## src/rtl/fetch_unit_if.sv

```systemverilog
// Bus bundle between the fetch unit, instruction memory and decoder.
// Handshakes: mem_req/mem_addr hold stable until mem_ack (one transfer per ack);
// instr/instr_pc transfer on a cycle where instr_valid && instr_ready are both high.
interface fetch_unit_if;
    logic        mem_req;
    logic [15:0] mem_addr;
    logic        mem_ack;
    logic [7:0]  mem_rdata;
    logic [7:0]  instr;
    logic [15:0] instr_pc;
    logic        instr_valid;
    logic        instr_ready;
    logic        redirect;
    logic [15:0] redirect_pc;
    logic        busy;

    modport master (
        output mem_req, mem_addr, instr, instr_pc, instr_valid, busy,
        input  mem_ack, mem_rdata, instr_ready, redirect, redirect_pc
    );

    modport slave (
        input  mem_req, mem_addr, instr, instr_pc, instr_valid, busy,
        output mem_ack, mem_rdata, instr_ready, redirect, redirect_pc
    );
endinterface

```

## src/rtl/fetch_unit.sv

```systemverilog
// Instruction fetch: loads the reset vector, then prefetches bytes into a small FIFO
// for the decoder, with branch redirect and discard of an in-flight read.
module fetch_unit #(
    parameter int          DEPTH    = 4,
    parameter logic [15:0] VEC_ADDR = 16'hFFFC
) (
    input  logic        clk,
    input  logic        rst_n,
    fetch_unit_if.master bus,
    output logic [1:0]  o_dbg_state
);
    localparam int          AW      = (DEPTH > 1) ? $clog2(DEPTH) : 1;
    localparam logic [AW:0] DEPTH_C = (AW+1)'(DEPTH);

    typedef enum logic [1:0] {VEC_LO = 2'd0, VEC_HI = 2'd1, RUN = 2'd2} state_t;

    state_t        r_state, w_state_nxt;
    logic          r_req, w_req_nxt;
    logic [15:0]   r_addr, w_addr_nxt;
    logic [15:0]   r_pc, w_pc_nxt;
    logic          r_discard, w_discard_nxt;
    logic [7:0]    r_fifo_data [DEPTH];
    logic [15:0]   r_fifo_pc   [DEPTH];
    logic [AW-1:0] r_wptr, r_rptr;
    logic [AW:0]   r_count, w_count_nxt;
    logic          w_ack, w_run, w_valid, w_push, w_pop, w_flush;

    assign w_ack   = r_req && bus.mem_ack;
    assign w_run   = (r_state == RUN);
    assign w_valid = w_run && (r_count != '0);
    assign w_flush = w_run && bus.redirect;
    assign w_push  = w_run && w_ack && !r_discard && !bus.redirect;
    assign w_pop   = w_valid && bus.instr_ready && !bus.redirect;

    always_comb begin
        w_state_nxt   = r_state;
        w_req_nxt     = r_req;
        w_addr_nxt    = r_addr;
        w_pc_nxt      = r_pc;
        w_discard_nxt = r_discard;
        if (w_flush) begin
            w_count_nxt = '0;
        end else begin
            w_count_nxt = r_count + {{AW{1'b0}}, w_push} - {{AW{1'b0}}, w_pop};
        end
        case (r_state)
            VEC_LO: begin
                if (!r_req) begin
                    w_req_nxt  = 1'b1;
                    w_addr_nxt = VEC_ADDR;
                end else if (w_ack) begin
                    w_pc_nxt[7:0] = bus.mem_rdata;
                    w_addr_nxt    = VEC_ADDR + 16'd1;
                    w_state_nxt   = VEC_HI;
                end
            end
            VEC_HI: begin
                if (!r_req) begin
                    w_req_nxt  = 1'b1;
                    w_addr_nxt = VEC_ADDR + 16'd1;
                end else if (w_ack) begin
                    // FIFO is empty on entry to RUN, so the first fetch issues at once
                    w_pc_nxt[15:8] = bus.mem_rdata;
                    w_addr_nxt     = {bus.mem_rdata, r_pc[7:0]};
                    w_state_nxt    = RUN;
                end
            end
            RUN: begin
                if (bus.redirect) begin
                    w_pc_nxt = bus.redirect_pc;
                end else if (w_push) begin
                    w_pc_nxt = r_pc + 16'd1;
                end
                if (w_ack) begin
                    w_discard_nxt = 1'b0;
                end else if (bus.redirect && r_req) begin
                    w_discard_nxt = 1'b1;
                end
                // An open request stays frozen until acked; otherwise issue if space remains
                if (!r_req || w_ack) begin
                    w_req_nxt  = (w_count_nxt < DEPTH_C);
                    w_addr_nxt = w_pc_nxt;
                end
            end
            default: begin
                w_state_nxt = VEC_LO;
                w_req_nxt   = 1'b0;
            end
        endcase
    end

    always_ff @(posedge clk or negedge rst_n) begin
        if (!rst_n) begin
            r_state <= VEC_LO;
        end else begin
            r_state <= w_state_nxt;
        end
    end

    always_ff @(posedge clk or negedge rst_n) begin
        if (!rst_n) begin
            r_req     <= 1'b0;
            r_addr    <= '0;
            r_pc      <= '0;
            r_discard <= 1'b0;
            r_wptr    <= '0;
            r_rptr    <= '0;
            r_count   <= '0;
            for (int i = 0; i < DEPTH; i++) begin
                r_fifo_data[i] <= '0;
                r_fifo_pc[i]   <= '0;
            end
        end else begin
            r_req     <= w_req_nxt;
            r_addr    <= w_addr_nxt;
            r_pc      <= w_pc_nxt;
            r_discard <= w_discard_nxt;
            r_count   <= w_count_nxt;
            if (w_flush) begin
                r_wptr <= '0;
                r_rptr <= '0;
            end else begin
                if (w_push) begin
                    r_fifo_data[r_wptr] <= bus.mem_rdata;
                    r_fifo_pc[r_wptr]   <= r_pc;
                    r_wptr              <= r_wptr + AW'(1);
                end
                if (w_pop) begin
                    r_rptr <= r_rptr + AW'(1);
                end
            end
        end
    end

    assign bus.mem_req     = r_req;
    assign bus.mem_addr    = r_addr;
    assign bus.instr       = r_fifo_data[r_rptr];
    assign bus.instr_pc    = r_fifo_pc[r_rptr];
    assign bus.instr_valid = w_valid;
    assign bus.busy        = !w_run;
    assign o_dbg_state     = r_state;
endmodule

```

## src/flat_wrapper.sv

```systemverilog
// flat-port wrapper written by rule: the top's interface ports become plain ports
module fetch_unit_flat 
#(
    parameter int          DEPTH    = 4,
    parameter logic [15:0] VEC_ADDR = 16'hFFFC
)
  (clk, rst_n, o_dbg_state, bus_mem_req, bus_mem_addr, bus_instr, bus_instr_pc, bus_instr_valid, bus_busy, bus_mem_ack, bus_mem_rdata, bus_instr_ready, bus_redirect, bus_redirect_pc);
  fetch_unit_if bus_i ();
  input  logic clk;
  input  logic rst_n;
  output logic [1:0] o_dbg_state;
  output wire logic [$bits(bus_i.mem_req)-1:0] bus_mem_req;
  output wire logic [$bits(bus_i.mem_addr)-1:0] bus_mem_addr;
  output wire logic [$bits(bus_i.instr)-1:0] bus_instr;
  output wire logic [$bits(bus_i.instr_pc)-1:0] bus_instr_pc;
  output wire logic [$bits(bus_i.instr_valid)-1:0] bus_instr_valid;
  output wire logic [$bits(bus_i.busy)-1:0] bus_busy;
  input wire logic [$bits(bus_i.mem_ack)-1:0] bus_mem_ack;
  input wire logic [$bits(bus_i.mem_rdata)-1:0] bus_mem_rdata;
  input wire logic [$bits(bus_i.instr_ready)-1:0] bus_instr_ready;
  input wire logic [$bits(bus_i.redirect)-1:0] bus_redirect;
  input wire logic [$bits(bus_i.redirect_pc)-1:0] bus_redirect_pc;
  assign bus_mem_req = bus_i.mem_req;
  assign bus_mem_addr = bus_i.mem_addr;
  assign bus_instr = bus_i.instr;
  assign bus_instr_pc = bus_i.instr_pc;
  assign bus_instr_valid = bus_i.instr_valid;
  assign bus_busy = bus_i.busy;
  assign bus_i.mem_ack = bus_mem_ack;
  assign bus_i.mem_rdata = bus_mem_rdata;
  assign bus_i.instr_ready = bus_instr_ready;
  assign bus_i.redirect = bus_redirect;
  assign bus_i.redirect_pc = bus_redirect_pc;
  fetch_unit #(.DEPTH(DEPTH), .VEC_ADDR(VEC_ADDR)) u_core (.clk(clk), .rst_n(rst_n), .bus(bus_i), .o_dbg_state(o_dbg_state));
endmodule
```

## config.mk

```make
export PLATFORM = sky130hd
export DESIGN_NAME = fetch_unit_flat
export DESIGN_NICKNAME = d
export VERILOG_FILES = /design/src/rtl/fetch_unit_if.sv /design/src/rtl/fetch_unit.sv /design/src/flat_wrapper.sv
export SDC_FILE = /design/constraint.sdc
export NUM_CORES = 1
export LEC_CHECK = 0
export CORE_ASPECT_RATIO = 2
export CORE_MARGIN = 1.5
export CORE_UTILIZATION = 27
export DETAILED_ROUTE_END_ITERATION = 7
export GPL_ROUTABILITY_DRIVEN = 0
export GPL_TIMING_DRIVEN = 0
export PLACE_DENSITY = 0.56
export RECOVER_POWER = 100
export SKIP_LAST_GASP = 1
export SLEW_MARGIN = 25
export SYNTH_ARGS = -nofsm -noshare
export SYNTH_HDL_FRONTEND = slang
export SYNTH_SLANG_ARGS = --single-unit
```

## constraint.sdc

```tcl
create_clock -name clk -period 8.7 [get_ports clk]
set_clock_uncertainty 0.05 [all_clocks]
set_input_delay 2.61 -clock clk [delete_from_list [all_inputs] [get_ports clk]]
set_output_delay 2.61 -clock clk [all_outputs]
set_load 0.005 [all_outputs]
```

Yosys cells after proc, flatten, opt, wreduce, memory -nomap -nowiden
Cells that the tools add are included.
{"block": "word_totals", "out_inout_bits": 45, "reg_bits": 139, "word_cells": 107}
{"block": "op_classes", "n_lt_le_gt_ge": 4, "reduce_logical": 30, "bitwise_logic": 4, "add_sub_neg": 5, "n_eq_ne": 9, "n_mux": 38}
{"operator": "16-bit two-way mux", "count": 10}
{"operator": "64-bit bitwise mux", "count": 1}
{"operator": "16-bit one-hot mux with 3 select lines", "count": 1}
{"operator": "8-bit two-way mux", "count": 5}
{"operator": "16-bit binary-select mux with 2-bit select", "count": 1}
{"operator": "32-bit bitwise mux", "count": 1}
{"operator": "16-bit demux with 2-bit select", "count": 1}
{"operator": "8-bit one-hot mux with 2 select lines", "count": 2}
{"operator": "16-bit by 1-bit adder with 16-bit output, second input constant", "count": 1}
{"operator": "8-bit binary-select mux with 2-bit select", "count": 1}
{"operator": "8-bit demux with 2-bit select", "count": 1}
{"operator": "2-bit two-way mux", "count": 8}
{"operator": "1-bit logical AND", "count": 10}
{"operator": "2-bit nonzero test", "count": 5}
{"operator": "2-bit by 1-bit inequality test with 1-bit output, second input constant", "count": 4}
{"operator": "3-bit greater-or-equal comparator, second input constant", "count": 2}
{"operator": "3-bit inequality test, second input constant", "count": 2}
{"operator": "2-bit inverter with 3-bit output", "count": 2}
{"operator": "2-bit one-hot mux with 3 select lines", "count": 1}
{"operator": "3-bit AND reduction", "count": 2}
{"operator": "3-bit nonzero test", "count": 2}
{"operator": "5-bit AND reduction", "count": 1}
{"operator": "2-bit by 1-bit adder with 2-bit output, second input constant", "count": 2}
{"operator": "1-bit zero test", "count": 4}
{"operator": "other kinds (16)", "count": 20}

Longest topological paths before layout
{"block": "depth", "word_depth": 10, "mapped_depth": 15, "mapped_depth_nobuf": 14}

Worst setup path before layout
OpenSTA, ideal clock, no wires.
{"block": "synth_timing", "path_kind": "in2reg", "from": "input port bus_redirect", "to": "register u_core.r_req (netlist: u_core.bus.mem_req)", "required_time_ns": 8.521, "slack_ns": 3.855, "cell_stages": 13, "path_buffers": 1, "arrival_time_ns": 4.666, "cell_sequence": "buf_2 > nand2b_1 > nor3b_1 > ha_1 > inv_1 > ha_1 > inv_1 > fa_1 > xnor3_1 > nor2_1 > nor2_1 > o21ai_0 > o21ai_0"}
{"block": "synth_via", "elab_chain_cells": 8, "word_cells_on_any_way": 10, "cone_classes": "2 x add/sub; 1 x order compare; 3 x mux; 4 x reduce/logical"}
{"item": "start, declared", "line_no": "flat_wrapper.sv:21", "text": "input wire logic [$bits(bus_i.redirect)-1:0] bus_redirect;"}
{"item": "1-bit zero test", "line_no": "fetch_unit.sv:32, fetch_unit.sv:33"}
{"item": "1-bit logical AND", "line_no": "fetch_unit.sv:32", "text": "assign w_push = w_run && w_ack && !r_discard && !bus.redirect;"}
{"item": "3-bit by 1-bit adder with 3-bit output", "line_no": "fetch_unit.sv:44", "text": "w_count_nxt = r_count + {{AW{1'b0}}, w_push} - {{AW{1'b0}}, w_pop};"}
{"item": "3-bit by 1-bit subtractor with 3-bit output", "line_no": "fetch_unit.sv:44"}
{"item": "3-bit two-way mux (*)", "line_no": "fetch_unit.sv:41", "text": "if (w_flush) begin"}
{"item": "via u_core.w_count_nxt[2]", "line_no": "fetch_unit.sv:25", "text": "logic [AW:0] r_count, w_count_nxt;"}
{"item": "3-bit < comparator (*)", "line_no": "fetch_unit.sv:81", "text": "w_req_nxt = (w_count_nxt < DEPTH_C);"}
{"item": "1-bit two-way mux (*)", "line_no": "fetch_unit.sv:80", "text": "if (!r_req || w_ack) begin"}
{"item": "1-bit one-hot mux with 2 select lines (*)", "line_no": "fetch_unit.sv:46", "text": "case (r_state)"}
{"item": "end signal, assigned", "line_no": "fetch_unit.sv:114", "text": "r_req <= w_req_nxt;"}
{"item": "end, declared", "line_no": "fetch_unit.sv:18", "text": "logic r_req, w_req_nxt;"}
The timed path passes the listed nets; every way through them passes the cells marked *. The select of a mux whose other input is x is not followed.
A chain may end at the register's enable or synchronous reset.

Worst setup path after layout
{"block": "layout_timing", "from": "register u_core.r_rptr[0]", "to": "output port bus_instr_pc[8]"}
{"block": "layout_via", "elab_chain_cells": 4}
{"item": "start, declared", "line_no": "fetch_unit.sv:24", "text": "logic [AW-1:0] r_wptr, r_rptr;"}
{"item": "start signal, assigned", "line_no": "fetch_unit.sv:129", "text": "r_rptr <= r_rptr + AW'(1);"}
{"item": "2-bit inverter with 3-bit output (not written as such)", "line_no": "fetch_unit.sv:138", "text": "assign bus.instr_pc = r_fifo_pc[r_rptr];"}
{"item": "16-bit binary-select mux with 2-bit select", "line_no": "fetch_unit.sv:138"}
{"item": "16-bit two-way mux (not written as such) (2 in a row)", "line_no": "fetch_unit.sv:138"}
{"item": "end, declared", "line_no": "flat_wrapper.sv:15", "text": "output wire logic [$bits(bus_i.instr_pc)-1:0] bus_instr_pc;"}
No other way between the ends. The select of a mux whose other input is x is not followed.

==> out/metrics.yaml <==
outcome:
  status: "finished with violations"
  violations: "capacitance limit, slew limit"
final_layout:
  antenna_cells: 0
  regArea_um2: 3480
  drive_above_1_share: 0.234
  area.growth.synth_to_final_pct: 23.5
  layout.nets: 720
  fillers: 2596
  multi_input_comb_area_um2: 3220
drt:
  drc: 0
  dr.pass1.iters: 4
  viasPerCell: 4.91
  via_count: 5064
  ant_nets: 0
  drt_iter0_markers: 318
  drt_wl_total_mm: 21.1
  wl_per_cell_um: 20.5
synth:
  synthesis.nets: 628
  ys_seq_area_frac: 0.494
  synth_edf_count: 0
  synth_most_common_cell: "dfrtp_1"
  yosys.area.top_type_share: 0.494
  synthDistinctLibCells: 56
  syn_avg_cell_area_um2: 12.0
  synth.cell_area_um2: 7040
  synth_area_leaders: "dfrtp_1 (49%), mux2_2 (16%), mux4_2 (7.7%)"
  synth_flop_cell: "dfrtp_1"
  synth_top_area_cell: "dfrtp_1"
  yosys_warnings: 0
  synth_cells: 587
  synth.cells.most_frequent: "dfrtp_1 (139), mux2_2 (98), o21ai_0 (46), nor2_1 (40), nand2_1 (33)"
  async_flop_share: 1.00
  synth_seq_cells: 139
clocking:
  hold_buffers: 0
  h-tree-depth: 4
  numClockSinks: 139
  postCtsSetupRepairBufs: 0
  clk_pin_slew_ns: 0.06
  ctsResizeCount: 0
  clockRootBuffer: "clkbuf_16"
  numCtsBuffers: 17
  clk_latency_ns: 0.44
  tritoncts: "yes"
  clock_path_buffers: 2
hold_path:
  hold_path_class: "reg2reg"
grt:
  grt_usage: 0.169
  grt_pass1_wl_mm: 33.0
  antenna_found_initial: 0
  grt_max_degree: 90
  grt_pass1_vias: 5456
  grt_remaining_overflow: 0
placed_design:
  place_hpwl_mm: 16.1
  port_buffers: 72
timing:
  post-route-min-period_ns: 6.06
  rsz0062_at_grt: "no"
  setup_tns_ns: 0
  tightest_slew_ns: 2.88
  hold_viol_final: 0
  max_freq_ghz: 0.165
  finalCritPeriodShare: 0.697
  relSlewSlack: -0.917
  setup-violations-final: 0
  holdWs_ns: 0.449
  slew_violations: 51
power_and_ir_drop:
  peakVddDrop_v: 0.000111
  leakage_nw: 3.75
  pwr-share-comb: 0.391
  p_int_mw: 1.77
  p_switching_mw: 1.00
  switching_share: 0.362
  p_clk_frac: 0.257
  p_per_area_nw_per_um2: 318
  p_seq_frac: 0.352
floorplanning:
  fp.dieH_um: 231
  die_area_um2: 27100
  core_um2: 25700
  start_util: 0.274
  io_pins: 74
  die_w_um: 117
  fp-row-count: 83
critical_path:
  path_class: "reg2out"
  regToRegSetupSlack_ns: 5.23
  cp-start-kind: "flop"
  cp.required_ns: 6.04
  cp_max_fo: 10
  end_kind: "output pin"
  cp.arrival_ns: 3.40
run:
  cap_violations: 1
[critical path, cell delays in order, from the launching register on]
cell           delay (ns)
dfrtp_1              0.32
clkbuf_1             0.63
clkbuf_1             0.79
mux4_2               0.62
dlygate4sd3_1        0.59
[state kept, by name (all words and copies together), names as in the netlist]
signal	cells
u_core.r_fifo_pc	64
u_core.r_fifo_data	32
u_core.bus.mem_addr	16
u_core.r_pc	16
u_core.r_count	3
u_core.o_dbg_state	2
u_core.r_rptr	2
u_core.r_wptr	2
u_core.bus.mem_req	1
u_core.r_discard	1
[through the flow]
stage	setup WS (ns)	total power, mW	area, um2	utilization	instances
global placement	-0.781	2.11	8190	0.319	999
global route	2.33	2.94	8700	0.339	1032
floorplan	3.86	1.62	7040	-	587
finish	2.64	2.77	8700	0.339	1032
CTS	3.16	2.85	8790	0.343	1032
detailed placement	3.30	2.13	8220	0.320	1000
[cells by family after synthesis]
kind of cell    after synthesis  synth area share
flops                       139             0.494
simple gates                138             0.104
mux                         129             0.243
compound gates               95            0.0842
buf+inv                      65            0.0389
fa+ha+maj                    12            0.0224
xor+xnor                      9            0.0132
[per-layer routing]
metal / vias to the layer above / share of wire / GRT usage
met5: - / 0 / 0
met4: 0 / 0.043 / 0.0885
met3: 48 / 0.043 / 0.0340
met2: 149 / 0.56 / 0.310
met1: 2557 / 0.35 / 0.175
li1: 2310 / - / -
[path summary, 6_finish.rpt]
kind                                       start                     end  cells past startpoint
setup / recovery                u_core.r_rptr[0]         bus_instr_pc[8]                      4
hold / removal              u_core.r_fifo_pc[12]    u_core.r_fifo_pc[12]                      1
setup reg to reg           u_core.o_dbg_state[0]      u_core.bus.mem_req                     15
hold reg to reg             u_core.r_fifo_pc[12]    u_core.r_fifo_pc[12]                      1
max in group asynchronous                  rst_n          u_core.r_pc[8]                      1
min in group asynchronous                  rst_n  u_core.r_fifo_data[24]                      1
[layout make-up]
type / instances / area share
sequential: 139 / 0.400
clock buffer: 17 / 0.0489
clock inverter: 15 / 0.0171
multi-input combinational: 383 / 0.371
timing repair buffer: 73 / 0.0853
tap: 340 / 0.0489
buffer: 49 / 0.0222
inverter: 16 / 0.00691
[placed cells by master, fill, tap and decap left out, drive strengths merged, types with 3 or more instances in the layout]
cell type	Yosys	routed
a21oi	8	8
clkdlybuf4s50	0	28
xor2	5	5
nand2	33	33
ha	11	11
or3	5	5
clkbuf	27	62
nor2	40	40
nand2b	4	4
mux4	24	24
a41oi	6	6
xnor2	3	3
and3	6	6
mux2	98	98
mux2i	7	7
clkinv	1	10
nand4	4	4
buf	22	6
nor4	6	6
o21ai	49	49
and2	8	8
dfrtp	139	139
dlygate4sd3	0	43
inv	15	17
nor3	9	9
nand3	15	15
a31oi	14	14
[power groups by stage]
| stage | sequential (mW) | clock, mW | combinational, mW |
|---|---|---|---|
| global placement | 0.988 | 0 | 1.12 |
| global route | 1.00 | 0.753 | 1.19 |
| detailed placement | 0.990 | 0 | 1.14 |
| finish | 0.976 | 0.712 | 1.08 |
| floorplan | 0.942 | 0 | 0.676 |
| CTS | 0.980 | 0.728 | 1.14 |
No activity file was read; power rests on OpenSTA's default activity.
==> variant 1: new RTL, same settings <==
Make the reset (`rst_n`) synchronous in 2 clocked blocks.
--- a/src/rtl/fetch_unit.sv
+++ b/src/rtl/fetch_unit.sv
@@ -89,7 +89,7 @@
         endcase
     end
 
-    always_ff @(posedge clk or negedge rst_n) begin
+    always_ff @(posedge clk) begin
         if (!rst_n) begin
             r_state <= VEC_LO;
         end else begin
@@ -97,7 +97,7 @@
         end
     end
 
-    always_ff @(posedge clk or negedge rst_n) begin
+    always_ff @(posedge clk) begin
         if (!rst_n) begin
             r_req     <= 1'b0;
             r_addr    <= '0;
Behaviour: differs if rst_n is asserted again (counterexample within 4 cycles, from zero or initial values and one cycle with rst_n low); with rst_n held inactive, the same outputs for 4 cycles.
==> variant 1 against the unedited design <==
  * Routed wire length rose by 8.9%
  * The run still ends with max-capacitance violations, max-slew violations left
  * Worst setup slack got worse by 440 ps
  * Critical path type is now input pin to flip-flop
  * Worst hold slack improved by 6.6 ps
  * Largest cell class unchanged
  * Cell area rose by 2.2%
  * Sequential cell count rose by 2
  * Via count rose by 9.6%
  * Area after synthesis rose by 1.5%
  * Sequential share of layout area rose by 2.6 points
  * Global-route usage barely moved
  * Register-to-register slack got worse by 1000 ps
  * Maximum frequency fell by 6.7%
Power is not compared: it rests on default switching activity, and its combinational part moved more than twofold at a synthesized area within 25%.
==> variant 1: results (changes against the unedited design) <==
status -> finished, violations left
violated checks -> max-capacitance violations, max-slew violations
input/output buffers -> 72 (unchanged)
Top FF cell, synth -> edfxtp_1
first-pass GRT wire length -> 34.1 mm (+3.2%)
fraction of registers with async set/reset -> 0% (-100 points)
FF-to-FF path depth -> 7 (-8)
RR Startpoint -> u_core.o_dbg_state[0]$_SDFFE_PN0P_
WP data arrival -> 6500 ps (+3100 ps)
Area contributors post-synth -> edfxtp_1 40%, dfxtp_1 13%, and2_1 9.2%
hpwl dp -> 17.7 mm (+10%)
largest net degree at the start of global routing -> 18 (-80%)
Compound-Gate Fraction of Synth Area -> 12.7% (+4.3 points)
Synth Area in XOR/XNOR -> 0.858% (-0.46 points)
ant diodes -> 0 (unchanged)
worst-margin pin slew -> 1940 ps (-937 ps)
pre-CTS setup slack -> 2760 ps (-542 ps)
DRT Pass-1 Iters -> 5 (+1)
NetSw -> 407 µW
vias in the first global route -> 5,708 (+4.6%)
most frequent cells after synthesis -> 105 x and2_1, 96 x edfxtp_1, 45 x dfxtp_1
HP Start -> u_core.bus.mem_addr[0]$_SDFFE_PN0P_
Synth Area in Adders -> 1.51% (-0.73 points)
share of cells above drive strength 1 -> 9.86% (-14 points)
worst-path maximum fanout -> 13 (+3)
initial antenna violation count -> 0 (unchanged)
Final Instance Count excl. Fillers -> 1,084 (+5.0%)
final count of pins violating max slew -> 13 (-75%)
EDFF count, synth -> 96 (+96)
htree depth -> 4 (unchanged)
Via density -> 5.12 (+4.3%)
Placed Area -> 0.00844 mm² (+2.7%)
Syn Inst Count -> 624 (+6.3%)
power in the clock group -> 712 µW
Critical Path Source -> bus_redirect
total design power -> 1.67 mW
Post-Syn Nets -> 661 (+5.3%)
DRT iter0 DRCs -> 343 (+7.9%)
Worst Setup Path Type -> input pin to flip-flop
capturing point of the worst reg2reg path -> u_core.r_fifo_pc[1][6]$_SDFFCE_PN0P_
GRT Util Overall -> 16.9% (+0.022 points)
Yosys cell types -> 63 (+13%)
hold path endpoint -> u_core.bus.mem_addr[0]$_SDFFE_PN0P_
Layout fillers -> 2,635 (+1.5%)
worst skew pair latency -> 430 ps
Routed WL -> 23.0 mm (+8.9%)
Max Clk Rate -> 0.154 GHz (-6.7%)
post-synthesis sequential area ratio -> 52.9% (+3.5 points)
MaxCap Viol Count -> 1 (unchanged)
top flop regs -> u_core.r_fifo_pc (64), u_core.r_fifo_data (32)
CP Launch Type -> input pin
proportion of synthesized area in mux cells -> 8.40% (-16 points)
static leakage -> 3.13 nW
hold slack -> 456 ps (+6.64 ps)
Worst R2R Setup Slack -> 4230 ps (-1000 ps)
nets@finish -> 764 (+6.1%)
Hold Crit Depth -> 1 (unchanged)
==> variant 1: routing by layer <==
metal	global-route usage [%]	part of all wire, %	vias to the layer above
li1	-	-	2534
met1	15.1	33	2674
met2	32.8	55	253
met3	3.03	4.7	88
met4	13.5	7.2	0
met5	0	0	-
==> variant 1: logic make-up after synthesis <==
kind of cell / after synthesis
AO/OA/AOI/OAI: 132
XOR/XNOR: 7
adder cells (fa/ha/maj): 8
buffers and inverters: 70
flip-flops: 141
multiplexers: 30
AND/OR/NAND/NOR: 236
==> variant 1: final cells by class <==
type                       instances  area, µm²  area share (%)
clock buffer                      25        485            5.46
inverter                          16       60.1           0.675
tap                              344        430            4.84
sequential                       141       3780            42.6
multi-input combinational        413       3060            34.4
timing repair buffer              84        766            8.61
buffer                            54        216            2.43
clock inverter                     7       86.3           0.971
==> variant 1: critical path: stages <==
cell and delay (ps):
dlygate4sd3_1 680, nor2b_1 150, clkbuf_1 510, nand3_1 260
o21ai_0 1520, clkbuf_1 740
==> variant 2: new RTL, config.mk and constraints unchanged <==
Without the edit above. `DEPTH` is set to 4 in 2 places; all go to 8.
--- a/src/rtl/fetch_unit.sv
+++ b/src/rtl/fetch_unit.sv
@@ -1,7 +1,7 @@
 // Instruction fetch: loads the reset vector, then prefetches bytes into a small FIFO
 // for the decoder, with branch redirect and discard of an in-flight read.
 module fetch_unit #(
-    parameter int          DEPTH    = 4,
+    parameter int          DEPTH    = 8,
     parameter logic [15:0] VEC_ADDR = 16'hFFFC
 ) (
     input  logic        clk,
--- a/src/flat_wrapper.sv
+++ b/src/flat_wrapper.sv
@@ -1,7 +1,7 @@
 // flat-port wrapper written by rule: the top's interface ports become plain ports
 module fetch_unit_flat 
 #(
-    parameter int          DEPTH    = 4,
+    parameter int          DEPTH    = 8,
     parameter logic [15:0] VEC_ADDR = 16'hFFFC
 )
   (clk, rst_n, o_dbg_state, bus_mem_req, bus_mem_addr, bus_instr, bus_instr_pc, bus_instr_valid, bus_busy, bus_mem_ack, bus_mem_rdata, bus_instr_ready, bus_redirect, bus_redirect_pc);
Behaviour: no difference found for any inputs over 4 cycles, from zero or initial values and one cycle with rst_n low; that may be too few to reach the edited logic, so the function may still have changed.
==> variant 2 against the unedited design <==
  * The run still ends with max-capacitance violations, max-slew violations left
  * Via count increased by 53%
  * Power up 46%
  * Die area is 67% higher
  * Routed wire length is 62% higher
  * Worst hold slack got worse by 8.0 ps
  * Area after synthesis is 68% higher
  * Non-clock buffer count grew 26
  * Worst setup slack better by 38 ps
  * Sequential power increased by 59%
  * Synthesized cell count increased by 49%
  * Final cell count up 48%
  * Cell area increased by 58%
  * Sequential cell count is 99 higher
  * Utilization is 2.2 points lower
==> variant 2: results (changes against the unedited design) <==
status -> finished, violations left
violated checks -> max-capacitance violations, max-slew violations
Internal -> 2.58 mW (+46%)
hpwl dp -> 25.4 mm (+58%)
Comb pwr share -> 38.2% (-0.9 points)
Compound-Gate Fraction of Synth Area -> 5.71% (-2.7 points)
clk slew on worst S/H paths -> 80 ps (+20 ps)
Post-Syn Nets -> 919 (+46%)
Slew HR -> -118% (-26 points)
post-synthesis sequential area ratio -> 50.3% (+0.94 points)
post-synthesis register bit count -> 238 (+71%)
Routed WL -> 34.3 mm (+62%)
grt met1 use -> 16.8% (-0.72 points)
Syn Inst Count -> 877 (+49%)
top flop regs -> u_core.r_fifo_pc (128), u_core.r_fifo_data (64)
MaxCap Viol Count -> 2 (+1)
initial antenna violation count -> 1 (+1)
input/output buffers -> 65 (-9.7%)
met2 Use GR -> 29.0% (-2.0 points)
met2 wire len -> 18.5 mm (+55%)
worst skew pair latency -> 530 ps (+90 ps)
Final Instance Count excl. Fillers -> 1,531 (+48%)
proportion of synthesized area in mux cells -> 30.8% (+6.4 points)
static leakage -> 6.07 nW (+62%)
final count of pins violating max slew -> 62 (+22%)
largest net degree at the start of global routing -> 94 (+4.4%)
DRT iter0 DRCs -> 404 (+27%)
most frequent cells after synthesis -> 238 x dfrtp_1, 216 x mux2_2, 48 x mux4_2
[variant 2: worst paths after layout]
| kind | from | end | slack (ps) | depth (start not counted) |
|---|---|---|---|---|
| max in group asynchronous | rst_n | u_core.r_fifo_pc[54]$_DFFE_PN0P_ | 3390 | 3 |
| min in group asynchronous | rst_n | u_core.r_fifo_data[61]$_DFFE_PN0P_ | 3110 | 1 |
| setup reg to reg | u_core.o_dbg_state[0]$_DFFE_PN0P_ | u_core.r_fifo_data[58]$_DFFE_PN0P_ | 4810 | 8 |
| hold / removal | u_core.r_fifo_pc[83]$_DFFE_PN0P_ | u_core.r_fifo_pc[83]$_DFFE_PN0P_ | 440 | 1 |
| setup / recovery | u_core.o_dbg_state[0]$_DFFE_PN0P_ | bus_instr_valid | 2680 | 7 |
| hold reg to reg | u_core.r_fifo_pc[83]$_DFFE_PN0P_ | u_core.r_fifo_pc[83]$_DFFE_PN0P_ | 440 | 1 |
